[config.mk]
export PLATFORM = sky130hd
export DESIGN_NAME = alu_pipe_flat
export DESIGN_NICKNAME = d
export VERILOG_FILES = /design/src/rtl/alu_pipe_if.sv /design/src/rtl/alu_pipe.sv /design/src/flat_wrapper.sv
export SDC_FILE = /design/constraint.sdc
export NUM_CORES = 1
export LEC_CHECK = 0
export BUFFER_PORTS_ARGS = -buffer_cell sky130_fd_sc_hd__buf_2
export CELL_PAD_IN_SITES_DETAIL_PLACEMENT = 1
export CELL_PAD_IN_SITES_GLOBAL_PLACEMENT = 1
export CORE_MARGIN = 1.5
export CORE_UTILIZATION = 50
export CTS_BUF_LIST = sky130_fd_sc_hd__clkbuf_8 sky130_fd_sc_hd__clkbuf_16
export DETAILED_ROUTE_END_ITERATION = 10
export PLACE_DENSITY = 0.94
export SYNTH_ARGS = -nofsm -noshare
export SYNTH_HDL_FRONTEND = slang
export SYNTH_SLANG_ARGS = --single-unit
[constraint.sdc]
create_clock -name clk -period 11.3 [get_ports clk]
set_input_delay 0.565 -clock clk [delete_from_list [all_inputs] [get_ports clk]]
set_output_delay 0.565 -clock clk [all_outputs]
set_load 0.02 [all_outputs]
[src/rtl/alu_pipe_if.sv]
// Handshake bundle for alu_pipe: operand/opcode beat in, flagged result out.
// The master side drives operands and accepts results; the slave side is the ALU.
interface alu_pipe_if #(
  parameter int WIDTH = 8,
  parameter int CNT_W = 16
);
  logic             in_valid;
  logic             in_ready;
  logic [WIDTH-1:0] a;
  logic [WIDTH-1:0] b;
  logic [2:0]       opcode;
  logic             acc_sel;
  logic             acc_clr;
  logic             out_valid;
  logic             out_ready;
  logic [WIDTH:0]   result;
  logic             zero;
  logic [CNT_W-1:0] op_count;

  modport master (
    output in_valid, a, b, opcode, acc_sel, acc_clr, out_ready,
    input  in_ready, out_valid, result, zero, op_count
  );

  modport slave (
    input  in_valid, a, b, opcode, acc_sel, acc_clr, out_ready,
    output in_ready, out_valid, result, zero, op_count
  );
endinterface

[src/rtl/alu_pipe.sv]
// Two-stage pipelined ALU with valid/ready on both sides, an accumulator
// usable as operand A, carry/borrow/overflow + zero flags and a handshake counter.
module alu_pipe #(
  parameter int WIDTH = 8,
  parameter int CNT_W = 16
) (
  input  logic      clk,
  input  logic      rst,
  alu_pipe_if.slave bus
);

  typedef enum logic [2:0] {
    OP_ADD  = 3'd0,
    OP_SUB  = 3'd1,
    OP_AND  = 3'd2,
    OP_OR   = 3'd3,
    OP_NOT  = 3'd4,
    OP_MUL  = 3'd5,
    OP_XOR  = 3'd6,
    OP_XNOR = 3'd7
  } op_e;

  typedef struct packed {
    logic [WIDTH-1:0] a;
    logic [WIDTH-1:0] b;
    op_e              op;
    logic             acc_sel;
  } s1_t;

  s1_t                s1_q, s1_d;
  logic               s1_valid_q, s1_valid_d;
  logic               out_valid_q, out_valid_d;
  logic [WIDTH:0]     result_q, result_d;
  logic               zero_q, zero_d;
  logic [WIDTH-1:0]   acc_q, acc_d;
  logic [CNT_W-1:0]   cnt_q, cnt_d;

  logic [WIDTH-1:0]   opa;
  logic [2*WIDTH-1:0] prod;
  logic [WIDTH:0]     alu_res;
  logic               in_fire, out_fire, s2_load;

  assign out_fire     = out_valid_q && bus.out_ready;
  assign s2_load      = s1_valid_q && (!out_valid_q || bus.out_ready);
  // Ready is held low during reset so no beat is taken while state is being cleared.
  assign bus.in_ready = !rst && (!s1_valid_q || s2_load);
  assign in_fire      = bus.in_valid && bus.in_ready;

  assign bus.out_valid = out_valid_q;
  assign bus.result    = result_q;
  assign bus.zero      = zero_q;
  assign bus.op_count  = cnt_q;

  // Accumulator is read here, at S2 time, so a dependent op directly behind
  // an accumulate sees the freshly written value.
  always_comb begin
    opa     = s1_q.acc_sel ? acc_q : s1_q.a;
    prod    = {{WIDTH{1'b0}}, opa} * {{WIDTH{1'b0}}, s1_q.b};
    alu_res = '0;
    case (s1_q.op)
      OP_ADD:  alu_res = {1'b0, opa} + {1'b0, s1_q.b};
      OP_SUB:  alu_res = {1'b0, opa} - {1'b0, s1_q.b};
      OP_AND:  alu_res = {1'b0, opa & s1_q.b};
      OP_OR:   alu_res = {1'b0, opa | s1_q.b};
      OP_NOT:  alu_res = {1'b0, ~opa};
      OP_MUL:  alu_res = {|prod[2*WIDTH-1:WIDTH], prod[WIDTH-1:0]};
      OP_XOR:  alu_res = {1'b0, opa ^ s1_q.b};
      OP_XNOR: alu_res = {1'b0, ~(opa ^ s1_q.b)};
      default: alu_res = '0;
    endcase
  end

  always_comb begin
    s1_d        = s1_q;
    s1_valid_d  = s1_valid_q;
    out_valid_d = out_valid_q;
    result_d    = result_q;
    zero_d      = zero_q;
    acc_d       = acc_q;
    cnt_d       = cnt_q + CNT_W'(out_fire);

    if (in_fire) begin
      s1_d.a     = bus.a;
      s1_d.b     = bus.b;
      s1_d.op    = op_e'(bus.opcode);
      s1_d.acc_sel = bus.acc_sel;
      s1_valid_d = 1'b1;
    end else if (s2_load) begin
      s1_valid_d = 1'b0;
    end

    if (s2_load) begin
      out_valid_d = 1'b1;
      result_d    = alu_res;
      zero_d      = (alu_res[WIDTH-1:0] == '0);
    end else if (out_fire) begin
      out_valid_d = 1'b0;
    end

    // Clear wins over the write-back of a result loading in the same cycle.
    if (bus.acc_clr)
      acc_d = '0;
    else if (s2_load)
      acc_d = alu_res[WIDTH-1:0];
  end

  always_ff @(posedge clk or posedge rst) begin
    if (rst) begin
      s1_q        <= '0;
      s1_valid_q  <= 1'b0;
      out_valid_q <= 1'b0;
      result_q    <= '0;
      zero_q      <= 1'b0;
      acc_q       <= '0;
      cnt_q       <= '0;
    end else begin
      s1_q        <= s1_d;
      s1_valid_q  <= s1_valid_d;
      out_valid_q <= out_valid_d;
      result_q    <= result_d;
      zero_q      <= zero_d;
      acc_q       <= acc_d;
      cnt_q       <= cnt_d;
    end
  end

endmodule

[src/flat_wrapper.sv]
// flat-port wrapper written by rule: the top's interface ports become plain ports
module alu_pipe_flat 
#(
  parameter int WIDTH = 8,
  parameter int CNT_W = 16
)
  (clk, rst, bus_in_valid, bus_a, bus_b, bus_opcode, bus_acc_sel, bus_acc_clr, bus_out_ready, bus_in_ready, bus_out_valid, bus_result, bus_zero, bus_op_count);
  alu_pipe_if #(.WIDTH(WIDTH), .CNT_W(CNT_W)) bus_i ();
  input  logic clk;
  input  logic rst;
  input wire logic [$bits(bus_i.in_valid)-1:0] bus_in_valid;
  input wire logic [$bits(bus_i.a)-1:0] bus_a;
  input wire logic [$bits(bus_i.b)-1:0] bus_b;
  input wire logic [$bits(bus_i.opcode)-1:0] bus_opcode;
  input wire logic [$bits(bus_i.acc_sel)-1:0] bus_acc_sel;
  input wire logic [$bits(bus_i.acc_clr)-1:0] bus_acc_clr;
  input wire logic [$bits(bus_i.out_ready)-1:0] bus_out_ready;
  output wire logic [$bits(bus_i.in_ready)-1:0] bus_in_ready;
  output wire logic [$bits(bus_i.out_valid)-1:0] bus_out_valid;
  output wire logic [$bits(bus_i.result)-1:0] bus_result;
  output wire logic [$bits(bus_i.zero)-1:0] bus_zero;
  output wire logic [$bits(bus_i.op_count)-1:0] bus_op_count;
  assign bus_i.in_valid = bus_in_valid;
  assign bus_i.a = bus_a;
  assign bus_i.b = bus_b;
  assign bus_i.opcode = bus_opcode;
  assign bus_i.acc_sel = bus_acc_sel;
  assign bus_i.acc_clr = bus_acc_clr;
  assign bus_i.out_ready = bus_out_ready;
  assign bus_in_ready = bus_i.in_ready;
  assign bus_out_valid = bus_i.out_valid;
  assign bus_result = bus_i.result;
  assign bus_zero = bus_i.zero;
  assign bus_op_count = bus_i.op_count;
  alu_pipe #(.WIDTH(WIDTH), .CNT_W(CNT_W)) u_core (.clk(clk), .rst(rst), .bus(bus_i));
endmodule
After elaboration in Yosys (flattened, before gate mapping). Index checks and enable logic that the tools add are counted.

Register bits after elaboration: 56. Bits of input ports: 25. Word-level logic and storage cells: 49.

Add/subtract/negate cells: 3. Multipliers: 1. Equal/unequal tests: 7. Multiplexer cells: 8. Bitwise operators: 5. Reductions and logical operators: 15.

Operator list (number): $pmux W9 S8 (1); $mux W8 (3); $add A16 B1 Y16 (1); $mul A8 B8 Y16 (1); $not A8 Y8 (2); $eq A3 B3 Y1 const B (4); $add A8 B8 Y9 (1); $sub A8 B8 Y9 (1); $and A8 B8 Y8 (1); $logic_not A8 Y1 (1); $or A8 B8 Y8 (1); $reduce_or A8 Y1 (1); $xor A8 B8 Y8 (1); $eq A3 B2 Y1 const B (2); $reduce_bool A2 Y1 (3); $logic_and A1 B1 Y1 (4); $mux W1 (4); $eq A3 B1 Y1 const B (1); $logic_not A1 Y1 (3); $logic_not A3 Y1 (1); $logic_or A1 B1 Y1 (2).

Longest topological paths before layout.
Depth in word-level cells: 7. Depth in mapped cells: 20. Depth with buffers taken out: 19.

Worst setup path before layout. OpenSTA, ideal clock, no wires.

Path kind: reg2reg. Start: reg u_core.s1_q[0] in the netlist's numbering. End: reg u_core.result_q[8], in the netlist u_core.bus.result[8]. Library setup time: 65 ps. Data arrival time: 4824 ps. Data required time: 11235 ps. Path slack: 6411 ps. Cell stages (with the launch flop): 18. Path buffers: 1. Path through: dfrtp_1 > buf_6 > mux2i_2 > inv_1 > nand2_1 > fa_1 > fa_1 > fa_1 > fa_1 > inv_1 > ha_1 > and3_1 > a31oi_1 > nor2b_1 > o21bai_1 > mux2_2 > a41oi_1 > o22a_1.

Longest elaborated chain between the ends: 4. Elaborated cells on any way between the ends: 6. Classes of those cells: add/sub: 2; mul: 1; mux: 2; reduce/logical: 1.

RTL lines: start: declaration (RTL line alu_pipe.sv:30) `s1_t s1_q, s1_d;`; start signal: assignment (RTL line alu_pipe.sv:109) `s1_q <= '0;`; start signal: assignment (RTL line alu_pipe.sv:117) `s1_q <= s1_d;`; $mux W8 * (RTL line alu_pipe.sv:57) `opa = s1_q.acc_sel ? acc_q : s1_q.a;`; $mul A8 B8 Y16 (RTL line alu_pipe.sv:58) `prod = {{WIDTH{1'b0}}, opa} * {{WIDTH{1'b0}}, s1_q.b};`; $reduce_or A8 Y1 (RTL line alu_pipe.sv:66) `OP_MUL: alu_res = {|prod[2*WIDTH-1:WIDTH], prod[WIDTH-1:0]};`; $pmux W9 S8 * (RTL line alu_pipe.sv:60) `case (s1_q.op)`; end signal: assignment (RTL line alu_pipe.sv:120) `result_q <= result_d;`; end: declaration (RTL line alu_pipe.sv:33) `logic [WIDTH:0] result_q, result_d;`.

Mark *: on every way between the ends. The rest lies on a longest branch, timed or not. A chain may end at the register's enable or synchronous reset.

Worst setup path in the final report. Same ends and word-level chain as after synthesis.

==> metrics.md <==
| Metric | Value |
|---|---|
| Async SR Flop Fraction | `100%` |
| # nets final | `787` |
| Ant diodes | `0` |
| CTS sink cnt | `56` |
| Routed wire per std cell | `22.0 um` |
| Commonest non-fill, non-tap cells in the layout | `inv_1 (77), nor2_1 (73), ha_1 (63), nand2_1 (59), dfrtp_1 (56)` |
| CP cell instances | `mux2i_1, inv_1, nand2_1, fa_1, fa_1, fa_1, fa_1, inv_1, ha_1, and3_1, a31oi_1, nand4_1, o211a_1, nor4_1, a41oi_1, o22a_1` |
| Initial antenna violation count | `0` |
| Syn_nets | `748` |
| Hold-fix buffers, CTS | `0` |
| Clock skew | `around 0.014 ns` |
| YS warnings | `0` |
| Min-delay worst type | `in2async` |
| Crit path DAT | `6.18 ns` |
| Syn avg cell area | `8.97 um2` |
| Sequential element share of the synthesized area | `25.1%` |
| TNS Setup | `0 ns` |
| Layout cell share with drive strength beyond 1 | `~15%` |
| Critical path's largest stage delay | `0.73 ns` |
| Final period util | `52.7%` |
| Largest net degree at the start of global routing | `57` |
| Most common cell after layout, fill and taps aside | `inv_1` |
| GP Congestion | `0.915` |
| Core ar. | `10900 um2` |
| Reg-to-Reg Start | `u_core.s1_q[0]$_DFFE_PP0P_` |
| Pwr/cell area | `about 270 nW/um2` |
| Remaining DRCs | `0` |
| Slew headroom | `about a third` |
| Starting Density | `51.3%` |
| Pre-antenna DRT Iters | `5` |
| Worst skew pair latency | `0.33 ns` |
| CTS tree | `yes` |
| Dpl cell area | `5950 um2` |
| Max-slew violations | `0` |
| Row count | `38` |
| Leakage | `roughly 0.003 uW` |
| Die area | `11800 um2` |
| Worst setup path start | `u_core.s1_q[0]$_DFFE_PP0P_` |
| CP Max Fanout | `9` |
| Startpoint Class | `register` |
| Vias in the first global route | `5413` |
| Final Setup Violations | `0` |
| Peak supply drop | `approximately 0.00015 V` |
| Total power | `between 1500 and 2000 uW` |
| Postcts setup bufs | `0` |
| Buffers on Ports | `52` |
| Max_cap viols | `0` |
| CTS Buf Count | `5` |
| Total vias in the final route | `4935` |
| Final min period | `slightly below 6 ns` |
| H-tree depth | `2` |
| Req. time, crit path | `between 10 and 15 ns` |
| Peak Freq | `0.168 GHz` |
| Final WL | `17.6 mm` |
| GRT Total Usage | `30.7%` |
| Distinct cells, synth | `63` |
| WHS | `0.444 ns` |
| Utilization after layout | `55.5%` |
| Horiz. Die Dim | `between 100 and 150 um` |
| Worst-Margin Slew | `roughly 0.97 ns` |
| Synth Cell Area | `5590 um2` |
| Final hold vios | `0` |
| Synthesized netlist cell count | `around 620` |
| Max Buffers Root-to-Sink | `2` |
| IO Pins | `53` |
| #FFs+latches synth | `56` |
| Worst setup EP type | `register` |
| Post-synth top flop | `dfrtp_1` |
| Antenna Nets Post-Route | `0` |
| Cell mode on critical path | `fa_1` |
| Grt ovf | `0` |
| Clock Pin Slew Worst Setup and Hold Paths | `approximately 0.11 ns` |
| Vias per cell | `6.15` |
| Slowest-stage cell, CP | `dfrtp_1` |
| Global-route wire length before repair | `27.6 mm` |
| Number of flops mapped to enable cells by yosys | `0` |
| Post-CTS sizing | `0` |
| Unrepaired setup endpoints after global routing | `no` |
| Area Growth Syn to Fin | `8.03%` |
| Status | `completed` |
| Die height | `between 100 and 150 um` |
| 1st-iter DRT viols | `417` |
| Post-DP HPWL | `13.2 mm` |
| Critical setup path kind | `reg2reg` |
| Root buf cell | `clkbuf_8` |
| Fin area | `6040 um2` |
-- cell families (layout without fill, tap and decap cells) --
group	Yosys count	after routing	share of synthesized area, %
compound gates	95	95	11.6
xor+xnor	28	28	4.39
fa+ha+maj	100	100	27.4
buf+inv	103	143	7.18
flops	56	56	25.1
mux	38	38	7.83
simple gates	203	203	16.6
-- state kept, by name, indices dropped and copies added, names as in the netlist --
signal                flops
u_core.acc_q              8
u_core.bus.op_count      16
u_core.bus.out_valid      1
u_core.bus.result         9
u_core.bus.zero           1
u_core.s1_q              20
u_core.s1_valid_q         1
-- through the flow --
stage / cells / setup WS (ns)
after CTS: 803 / 5.46
after global routing: 803 / 5.13
after global placement: 795 / 5.91
after detailed placement: 795 / 5.52
after floorplan: 623 / 6.41
final: 803 / 5.34
-- final cells by class --
class                           count  area (um2)
Tap cell                          140         175
Sequential cell                    56        1400
Fill cell                        1269        4850
Multi-Input combinational cell    464        3790
Clock inverter                      3        20.0
Clock buffer                        5        68.8
Inverter                           79         297
Timing Repair Buffer               56         290
-- where the power goes --
group          leakage (uW)  internal [uW]  total [uW]  switching [uW]
Sequential         0.000698            240         293            52.2
Clock             0.0000455           43.5         118            74.3
Combinational       0.00226            458        1210             751
-- cells in the mapped netlist, types with 5 or more instances --
library cell	number	area share [%]
a211oi_1	6	0.81
a21oi_1	21	1.9
a31oi_1	7	0.78
and2_1	5	0.56
and3_1	5	0.56
clkbuf_1	18	1.2
dfrtp_1	56	25
fa_1	37	13
ha_1	63	14
inv_1	77	5.2
mux2_2	27	5.4
mux2i_1	7	1.3
nand2_1	59	4.0
nand2b_1	9	1.0
nand3_1	8	0.72
nand4_1	8	0.90
nor2_1	73	4.9
nor2b_1	9	1.0
nor3_1	13	1.2
o21ai_0	20	1.8
xnor2_1	19	3.0
xor2_1	9	1.4
-- per-layer routing --
metal | global-route usage (%) | vias up | share of wire (%)
met1 | 36.9 | 2496 | 40
met2 | 52.5 | 219 | 50
met4 | 15.1 | 0 | 4.4
met5 | 0 | - | 0
met3 | 6.16 | 61 | 6.1
li1 | - | 2159 | -
-- final timing paths --
path,endpoint,slack [ns],cells past startpoint
max,u_core.bus.result[8]$_DFFE_PP0P_,5.34,16
max in group asynchronous,u_core.s1_q[11]$_DFFE_PP0P_,10.36,3
max reg2reg,u_core.bus.result[8]$_DFFE_PP0P_,5.34,16
min in group clk,u_core.s1_q[15]$_DFFE_PP0P_,0.45,2
min reg2reg,u_core.bus.op_count[15]$_DFF_PP0_,0.48,1
min,u_core.bus.op_count[0]$_DFF_PP0_,0.44,3
-- critical path: cells and delay by family, from the launching register on --
kind | cells | cell delay [ns]
buf+inv | 2 | 0.31
fa+ha+maj | 5 | 2.47
mux | 1 | 0.57
flops | 1 | 0.73
simple gates | 4 | 0.83
compound gates | 4 | 0.93
No activity file was read; power rests on OpenSTA's default activity.
